==> config.mk <==
export PLATFORM = sky130hd
export DESIGN_NAME = alu_cmd_sequencer
export DESIGN_NICKNAME = d
export VERILOG_FILES = /design/src/rtl/alu_cmd_sequencer.sv
export SDC_FILE = /design/constraint.sdc
export NUM_CORES = 1
export LEC_CHECK = 0
export ABC_AREA = 1
export BUFFER_PORTS_ARGS = -buffer_cell sky130_fd_sc_hd__buf_4
export CAP_MARGIN = 15
export CORE_AREA = 2 2 81 83
export DETAILED_ROUTE_END_ITERATION = 6
export DIE_AREA = 0 0 83 85
export GPL_ROUTABILITY_DRIVEN = 0
export PLACE_DENSITY = 0.42
export SLEW_MARGIN = 20
export SYNTH_ARGS = -nofsm -noshare
export SYNTH_HDL_FRONTEND = slang
export SYNTH_SLANG_ARGS = --single-unit
==> constraint.sdc <==
create_clock -name CLK -period 1.5 [get_ports CLK]
set_input_delay 0.225 -clock CLK [delete_from_list [all_inputs] [get_ports CLK]]
set_output_delay 0.225 -clock CLK [all_outputs]
set_load 0.02 [all_outputs]
==> src/rtl/alu_cmd_sequencer.sv <==
// Command-side sequencer for the 4-bit combinational ALU: issues ops, captures ALU flags, returns registered responses.
// Optional feature macro ALU_SEQ_MUL_EN: opcode 6 runs a 4-iteration shift-add multiply through the ALU adder.

module alu_cmd_sequencer (
    input  logic       CLK,
    input  logic       RESET,
    input  logic       CMD_VALID,
    output logic       CMD_READY,
    input  logic [2:0] CMD_OP,
    input  logic [3:0] CMD_A,
    input  logic [3:0] CMD_B,
    output logic [3:0] ALU_A,
    output logic [3:0] ALU_B,
    output logic       ALU_AINV,
    output logic       ALU_BNEG,
    output logic [1:0] ALU_OPR,
    input  logic [3:0] ALU_RESULT,
    input  logic       ALU_OVERFLOW,
    input  logic       ALU_ZERO,
    input  logic       ALU_COUT,
    output logic       RSP_VALID,
    input  logic       RSP_READY,
    output logic [7:0] RSP_DATA,
    output logic       RSP_OVERFLOW,
    output logic       RSP_ZERO,
    output logic       RSP_COUT,
    output logic       RSP_ERR,
    output logic [2:0] DBG_STATE
);

    // Handshakes: a transfer happens on a rising edge where VALID && READY.
    // Producers hold VALID and payload stable until that edge; READY/VALID
    // driven by this block are registered and never depend combinationally
    // on the partner's signal.

    localparam logic [2:0] OP_AND = 3'd0;
    localparam logic [2:0] OP_OR  = 3'd1;
    localparam logic [2:0] OP_ADD = 3'd2;
    localparam logic [2:0] OP_SUB = 3'd3;
    localparam logic [2:0] OP_SLT = 3'd4;
    localparam logic [2:0] OP_NOR = 3'd5;
`ifdef ALU_SEQ_MUL_EN
    localparam logic [2:0] OP_MUL = 3'd6;
`endif

`ifdef ALU_SEQ_MUL_EN
    typedef enum logic [2:0] {
        S_IDLE  = 3'd0,
        S_ISSUE = 3'd1,
        S_EXEC  = 3'd2,
        S_MUL   = 3'd3,
        S_RESP  = 3'd4
    } state_t;
`else
    typedef enum logic [2:0] {
        S_IDLE  = 3'd0,
        S_ISSUE = 3'd1,
        S_EXEC  = 3'd2,
        S_RESP  = 3'd4
    } state_t;
`endif

    state_t     state_q, state_d;
    logic       cmd_ready_q, cmd_ready_d;
    logic [2:0] op_q, op_d;
    logic [3:0] a_q, a_d;
    logic [3:0] b_q, b_d;
    logic [3:0] alu_a_q, alu_a_d;
    logic [3:0] alu_b_q, alu_b_d;
    logic [3:0] alu_ctl_q, alu_ctl_d;
    logic       rsp_valid_q, rsp_valid_d;
    logic [7:0] rsp_data_q, rsp_data_d;
    logic       rsp_ovf_q, rsp_ovf_d;
    logic       rsp_zero_q, rsp_zero_d;
    logic       rsp_cout_q, rsp_cout_d;
    logic       rsp_err_q, rsp_err_d;
    logic       op_legal;

`ifdef ALU_SEQ_MUL_EN
    logic [8:0] p_q, p_d, p_next;
    logic [1:0] cnt_q, cnt_d;
`endif

    // ALU control word {AINV, BNEG, Opr} for each single-cycle opcode.
    function automatic logic [3:0] op_ctl(input logic [2:0] op);
        logic [3:0] ctl;
        case (op)
            OP_AND:  ctl = 4'b0000;
            OP_OR:   ctl = 4'b0001;
            OP_ADD:  ctl = 4'b0010;
            OP_SUB:  ctl = 4'b0110;
            OP_SLT:  ctl = 4'b0111;
            OP_NOR:  ctl = 4'b1100;
            default: ctl = 4'b0000;
        endcase
        return ctl;
    endfunction

    assign op_legal = (op_q <= OP_NOR);

    always_comb begin
        state_d     = state_q;
        cmd_ready_d = cmd_ready_q;
        op_d        = op_q;
        a_d         = a_q;
        b_d         = b_q;
        alu_a_d     = alu_a_q;
        alu_b_d     = alu_b_q;
        alu_ctl_d   = alu_ctl_q;
        rsp_valid_d = rsp_valid_q;
        rsp_data_d  = rsp_data_q;
        rsp_ovf_d   = rsp_ovf_q;
        rsp_zero_d  = rsp_zero_q;
        rsp_cout_d  = rsp_cout_q;
        rsp_err_d   = rsp_err_q;
`ifdef ALU_SEQ_MUL_EN
        p_d         = p_q;
        cnt_d       = cnt_q;
        p_next      = {1'b0, ALU_COUT, ALU_RESULT, p_q[3:1]};
`endif

        case (state_q)
            S_IDLE: begin
                cmd_ready_d = 1'b1;
                if (CMD_VALID && cmd_ready_q) begin
                    op_d        = CMD_OP;
                    a_d         = CMD_A;
                    b_d         = CMD_B;
                    cmd_ready_d = 1'b0;
                    state_d     = S_ISSUE;
                end
            end

            S_ISSUE: begin
                // Illegal opcodes pass through EXEC with the ALU left idle.
                state_d = S_EXEC;
                if (op_legal) begin
                    alu_a_d   = a_q;
                    alu_b_d   = b_q;
                    alu_ctl_d = op_ctl(op_q);
                end
`ifdef ALU_SEQ_MUL_EN
                else if (op_q == OP_MUL) begin
                    p_d       = {5'b0, a_q};
                    cnt_d     = 2'd0;
                    alu_a_d   = 4'b0;
                    alu_b_d   = a_q[0] ? b_q : 4'b0;
                    alu_ctl_d = op_ctl(OP_ADD);
                    state_d   = S_MUL;
                end
`endif
            end

            S_EXEC: begin
                rsp_valid_d = 1'b1;
                if (op_legal) begin
                    rsp_data_d = {4'b0, ALU_RESULT};
                    rsp_ovf_d  = ALU_OVERFLOW;
                    rsp_zero_d = ALU_ZERO;
                    rsp_cout_d = ALU_COUT;
                    rsp_err_d  = 1'b0;
                end else begin
                    rsp_data_d = 8'h00;
                    rsp_ovf_d  = 1'b0;
                    rsp_zero_d = 1'b0;
                    rsp_cout_d = 1'b0;
                    rsp_err_d  = 1'b1;
                end
                alu_a_d   = 4'b0;
                alu_b_d   = 4'b0;
                alu_ctl_d = 4'b0;
                state_d   = S_RESP;
            end

`ifdef ALU_SEQ_MUL_EN
            S_MUL: begin
                // One shift-add step per cycle; the next step's operands are
                // registered from the updated product so they stay stable.
                p_d   = p_next;
                cnt_d = cnt_q + 2'd1;
                if (cnt_q == 2'd3) begin
                    rsp_valid_d = 1'b1;
                    rsp_data_d  = p_next[7:0];
                    rsp_zero_d  = (p_next[7:0] == 8'h00);
                    rsp_ovf_d   = 1'b0;
                    rsp_cout_d  = 1'b0;
                    rsp_err_d   = 1'b0;
                    alu_a_d     = 4'b0;
                    alu_b_d     = 4'b0;
                    alu_ctl_d   = 4'b0;
                    cnt_d       = 2'd0;
                    state_d     = S_RESP;
                end else begin
                    alu_a_d = p_next[7:4];
                    alu_b_d = p_next[0] ? b_q : 4'b0;
                end
            end
`endif

            S_RESP: begin
                if (RSP_READY) begin
                    rsp_valid_d = 1'b0;
                    rsp_data_d  = 8'h00;
                    rsp_ovf_d   = 1'b0;
                    rsp_zero_d  = 1'b0;
                    rsp_cout_d  = 1'b0;
                    rsp_err_d   = 1'b0;
                    cmd_ready_d = 1'b1;
                    state_d     = S_IDLE;
                end
            end

            default: begin
                state_d = S_IDLE;
            end
        endcase
    end

    always_ff @(posedge CLK) begin
        if (RESET) begin
            state_q     <= S_IDLE;
            cmd_ready_q <= 1'b0;
            op_q        <= 3'd0;
            a_q         <= 4'd0;
            b_q         <= 4'd0;
            alu_a_q     <= 4'd0;
            alu_b_q     <= 4'd0;
            alu_ctl_q   <= 4'd0;
            rsp_valid_q <= 1'b0;
            rsp_data_q  <= 8'h00;
            rsp_ovf_q   <= 1'b0;
            rsp_zero_q  <= 1'b0;
            rsp_cout_q  <= 1'b0;
            rsp_err_q   <= 1'b0;
`ifdef ALU_SEQ_MUL_EN
            p_q         <= 9'd0;
            cnt_q       <= 2'd0;
`endif
        end else begin
            state_q     <= state_d;
            cmd_ready_q <= cmd_ready_d;
            op_q        <= op_d;
            a_q         <= a_d;
            b_q         <= b_d;
            alu_a_q     <= alu_a_d;
            alu_b_q     <= alu_b_d;
            alu_ctl_q   <= alu_ctl_d;
            rsp_valid_q <= rsp_valid_d;
            rsp_data_q  <= rsp_data_d;
            rsp_ovf_q   <= rsp_ovf_d;
            rsp_zero_q  <= rsp_zero_d;
            rsp_cout_q  <= rsp_cout_d;
            rsp_err_q   <= rsp_err_d;
`ifdef ALU_SEQ_MUL_EN
            p_q         <= p_d;
            cnt_q       <= cnt_d;
`endif
        end
    end

    assign CMD_READY    = cmd_ready_q;
    assign ALU_A        = alu_a_q;
    assign ALU_B        = alu_b_q;
    assign ALU_AINV     = alu_ctl_q[3];
    assign ALU_BNEG     = alu_ctl_q[2];
    assign ALU_OPR      = alu_ctl_q[1:0];
    assign RSP_VALID    = rsp_valid_q;
    assign RSP_DATA     = rsp_data_q;
    assign RSP_OVERFLOW = rsp_ovf_q;
    assign RSP_ZERO     = rsp_zero_q;
    assign RSP_COUT     = rsp_cout_q;
    assign RSP_ERR      = rsp_err_q;
    assign DBG_STATE    = state_q;

endmodule

==> flow_summary.json <==
{
  "path_clk_slew_ns": 0.07,
  "synthTopCellsByArea": "dfxtp_1 48%, nor2_1 9.0%, nand3_1 7.3%, nand2_1 6.7%, a21oi_1 5.6%",
  "initial_core_util": 0.2428,
  "avgSynthCellArea_um2": 7.765,
  "synth_edf_count": 0,
  "setup_violations": 0,
  "synth_cell_types": 22,
  "preCtsSetupSlack_ns": 0.2194,
  "die_y_um": 85,
  "cp_data_required_time_ns": 1.68,
  "final_area_um2": 2007,
  "clock-sinks": 36,
  "io_pins": 51,
  "crit_type": "reg2reg",
  "synth_top_area_frac": 0.4784,
  "power_density_nw_per_um2": 999.4,
  "cts_resized": 0,
  "core_um2": 6205,
  "fillCellCount": 685,
  "cts-root-buf": "clkbuf_8",
  "drtAntennaViolNets": 0,
  "cts_tree": "done",
  "cp_max_fo": 12,
  "rsz0062_at_grt": "no",
  "irDropWorstVdd_uv": 340.2,
  "antenna_found_initial": 0,
  "clock.fmax_ghz": 0.7703,
  "max_cap_violations": 0,
  "crit_start": "op_q[2]$_SDFFE_PP0P_",
  "grt_usage": 0.1148,
  "power.total_mw": 2.006,
  "numCtsBuffers": 5,
  "drc_errors": 0,
  "ctsHoldBuffers": 0,
  "fin_cells": 323,
  "grt_pass1_vias": 1273,
  "synth_top_area_cell": "dfxtp_1",
  "synthesis.area_um2": 1506,
  "ys_seq_area_frac": 0.4784,
  "rr_endpoint": "ALU_A[1]$_SDFFE_PP0P_",
  "endpoint_kind": "register",
  "clock_path_buffers": 2,
  "viasPerCell": 4.207,
  "rrSetupSlack_ns": 0.20,
  "htreeDepth": 2,
  "switching_power_uw": 518.6,
  "dp_hpwl_um": 2738,
  "synth_warnings": 0,
  "fin_crit_ns": 1.298,
  "min_to": "a_q[1]$_SDFFE_PP0P_",
  "synthFlopType": "dfxtp_1",
  "finalWorstSetupSlack_ns": 0.2019,
  "ys_async_sr_fraction": 0,
  "clockPowerShare": 0.353,
  "fin_skew_ns": 0.008094,
  "num_antenna_cells": 0,
  "post-cts-setup-buffer-count": 0,
  "fp-row-count": 29,
  "worst_r2r_path_depth": 6,
  "final_nets": 270,
  "p_int_mw": 1.487,
  "clkLatencyLatePin_ns": 0.29,
  "seq_power_share": 0.513,
  "drtPass1Iterations": 4,
  "gr-total-overflow": 0,
  "synth-seq-cells": 36,
  "fin_crit_sh": 0.8654,
  "outcome": "finished clean",
  "hold_start": "CMD_A[1]",
  "syn_to_final_growth_pct": 33.22,
  "vias": 1359,
  "drtIter0Drc": 69,
  "cp.arrival_ns": 1.48,
  "ys_top_cells_by_count": "36 x dfxtp_1, 36 x nor2_1, 27 x nand2_1, 22 x nand3_1, 17 x a21oi_1",
  "final_max_slew_viol_count": 0,
  "reg2reg_from": "op_q[2]$_SDFFE_PP0P_",
  "place_inst": 315,
  "synth_cells": 194,
  "wl_um": 3846,
  "p_sw_frac": 0.2585,
  "drive_gt1_frac": 0.2967,
  "start_kind": "register",
  "die_area_um2": 7055,
  "grt_max_degree": 20,
  "final.setup.tns_ns": 0,
  "comb_power_share": 0.133,
  "die_w_um": 83,
  "grt_first_pass_wirelength_um": 6396,
  "hold_depth": 3,
  "power_leakage_nw": 0.9017,
  "io_buffers": 46,
  "wl_per_cell_um": 11.91,
  "finalHoldViolations": 0,
  "placed_area_um2": 1917,
  "min_path_type": "in2reg"
}
## registers in the layout, summed over array words and instances (netlist names)
name	cells
ALU_A	4
alu_ctl_q	4
DBG_STATE	3
b_q	4
CMD_READY	1
RSP_VALID	1
RSP_ZERO	1
RSP_OVERFLOW	1
RSP_COUT	1
RSP_ERR	1
ALU_B	4
op_q	3
RSP_DATA	4
a_q	4
## how the worst max path moves through the flow
stage | to | cells past startpoint
after global placement | alu_ctl_q[1]$_SDFFE_PP0P_ | 6
after CTS | ALU_A[1]$_SDFFE_PP0P_ | 6
after detailed placement | ALU_A[1]$_SDFFE_PP0P_ | 6
after global routing | ALU_A[1]$_SDFFE_PP0P_ | 6
after floorplan | ALU_A[1]$_SDFFE_PP0P_ | 6
final | ALU_A[1]$_SDFFE_PP0P_ | 6
## final cells by class
| type | instances | area [um^2] | area share |
|---|---|---|---|
| tap | 77 | 96.34 | 0.04801 |
| sequential | 36 | 720.7 | 0.3591 |
| clock buffer | 8 | 90.09 | 0.04489 |
| multi-input combinational | 137 | 654.4 | 0.3261 |
| timing repair buffer | 53 | 397.9 | 0.1983 |
| inverter | 12 | 47.55 | 0.02369 |
## through the flow
step	hold slack, ns	util
global placement	0.4512	0.3089
floorplan	0.3532	-
CTS	0.1518	0.3235
detailed placement	0.4516	0.3089
global route	0.1553	0.3235
finish	0.1567	0.3235
## layout by cell type (no fill, tap or decap)
master,Yosys,routed
o21ai_0,13,13
o21bai_1,1,1
nor2_1,36,36
nand2_2,1,1
nor2_2,6,6
nand2_1,27,27
nand3_1,22,22
o21ai_1,3,3
clkbuf_1,2,2
nor2_4,1,1
nand3_2,2,2
conb_1,1,4
ha_1,3,3
clkbuf_8,0,6
a21oi_1,17,17
dfxtp_1,36,36
o21a_1,1,1
buf_4,5,53
inv_1,8,8
inv_2,3,3
inv_4,1,1
## critical path: stages (launching register included)
cell and delay (ns):
dfxtp_1 0.37, ha_1 0.21, inv_1 0.13, nand3_1 0.10
buf_4 0.19, o21ai_0 0.15, nor2_1 0.06
## power by group through the flow
stage | sequential [mW] | clock, mW | combinational [mW]
after global routing | 1.03 | 0.777 | 0.300
after global placement | 1.05 | 0 | 0.274
after CTS | 1.03 | 0.740 | 0.274
final | 1.03 | 0.709 | 0.268
after detailed placement | 1.05 | 0 | 0.271
after floorplan | 1.07 | 0 | 0.155
## cell families after synthesis
family / after synthesis / share of synthesized area
buf+inv: 24 / 0.09469
fa+ha+maj: 3 / 0.02492
simple gates: 95 / 0.2799
flops: 36 / 0.4784
other cells: 1 / 0.002489
compound gates: 35 / 0.1196
## metal layers
layer,vias to the layer above,track usage,share of wire,wire [um]
met5,-,0,0,0
met4,0,0.05365,0.014,52
met3,7,0.03794,0.064,247
met2,42,0.1686,0.43,1635
met1,589,0.1527,0.50,1911
li1,721,-,-,-
(Power assumes the default switching activity.)
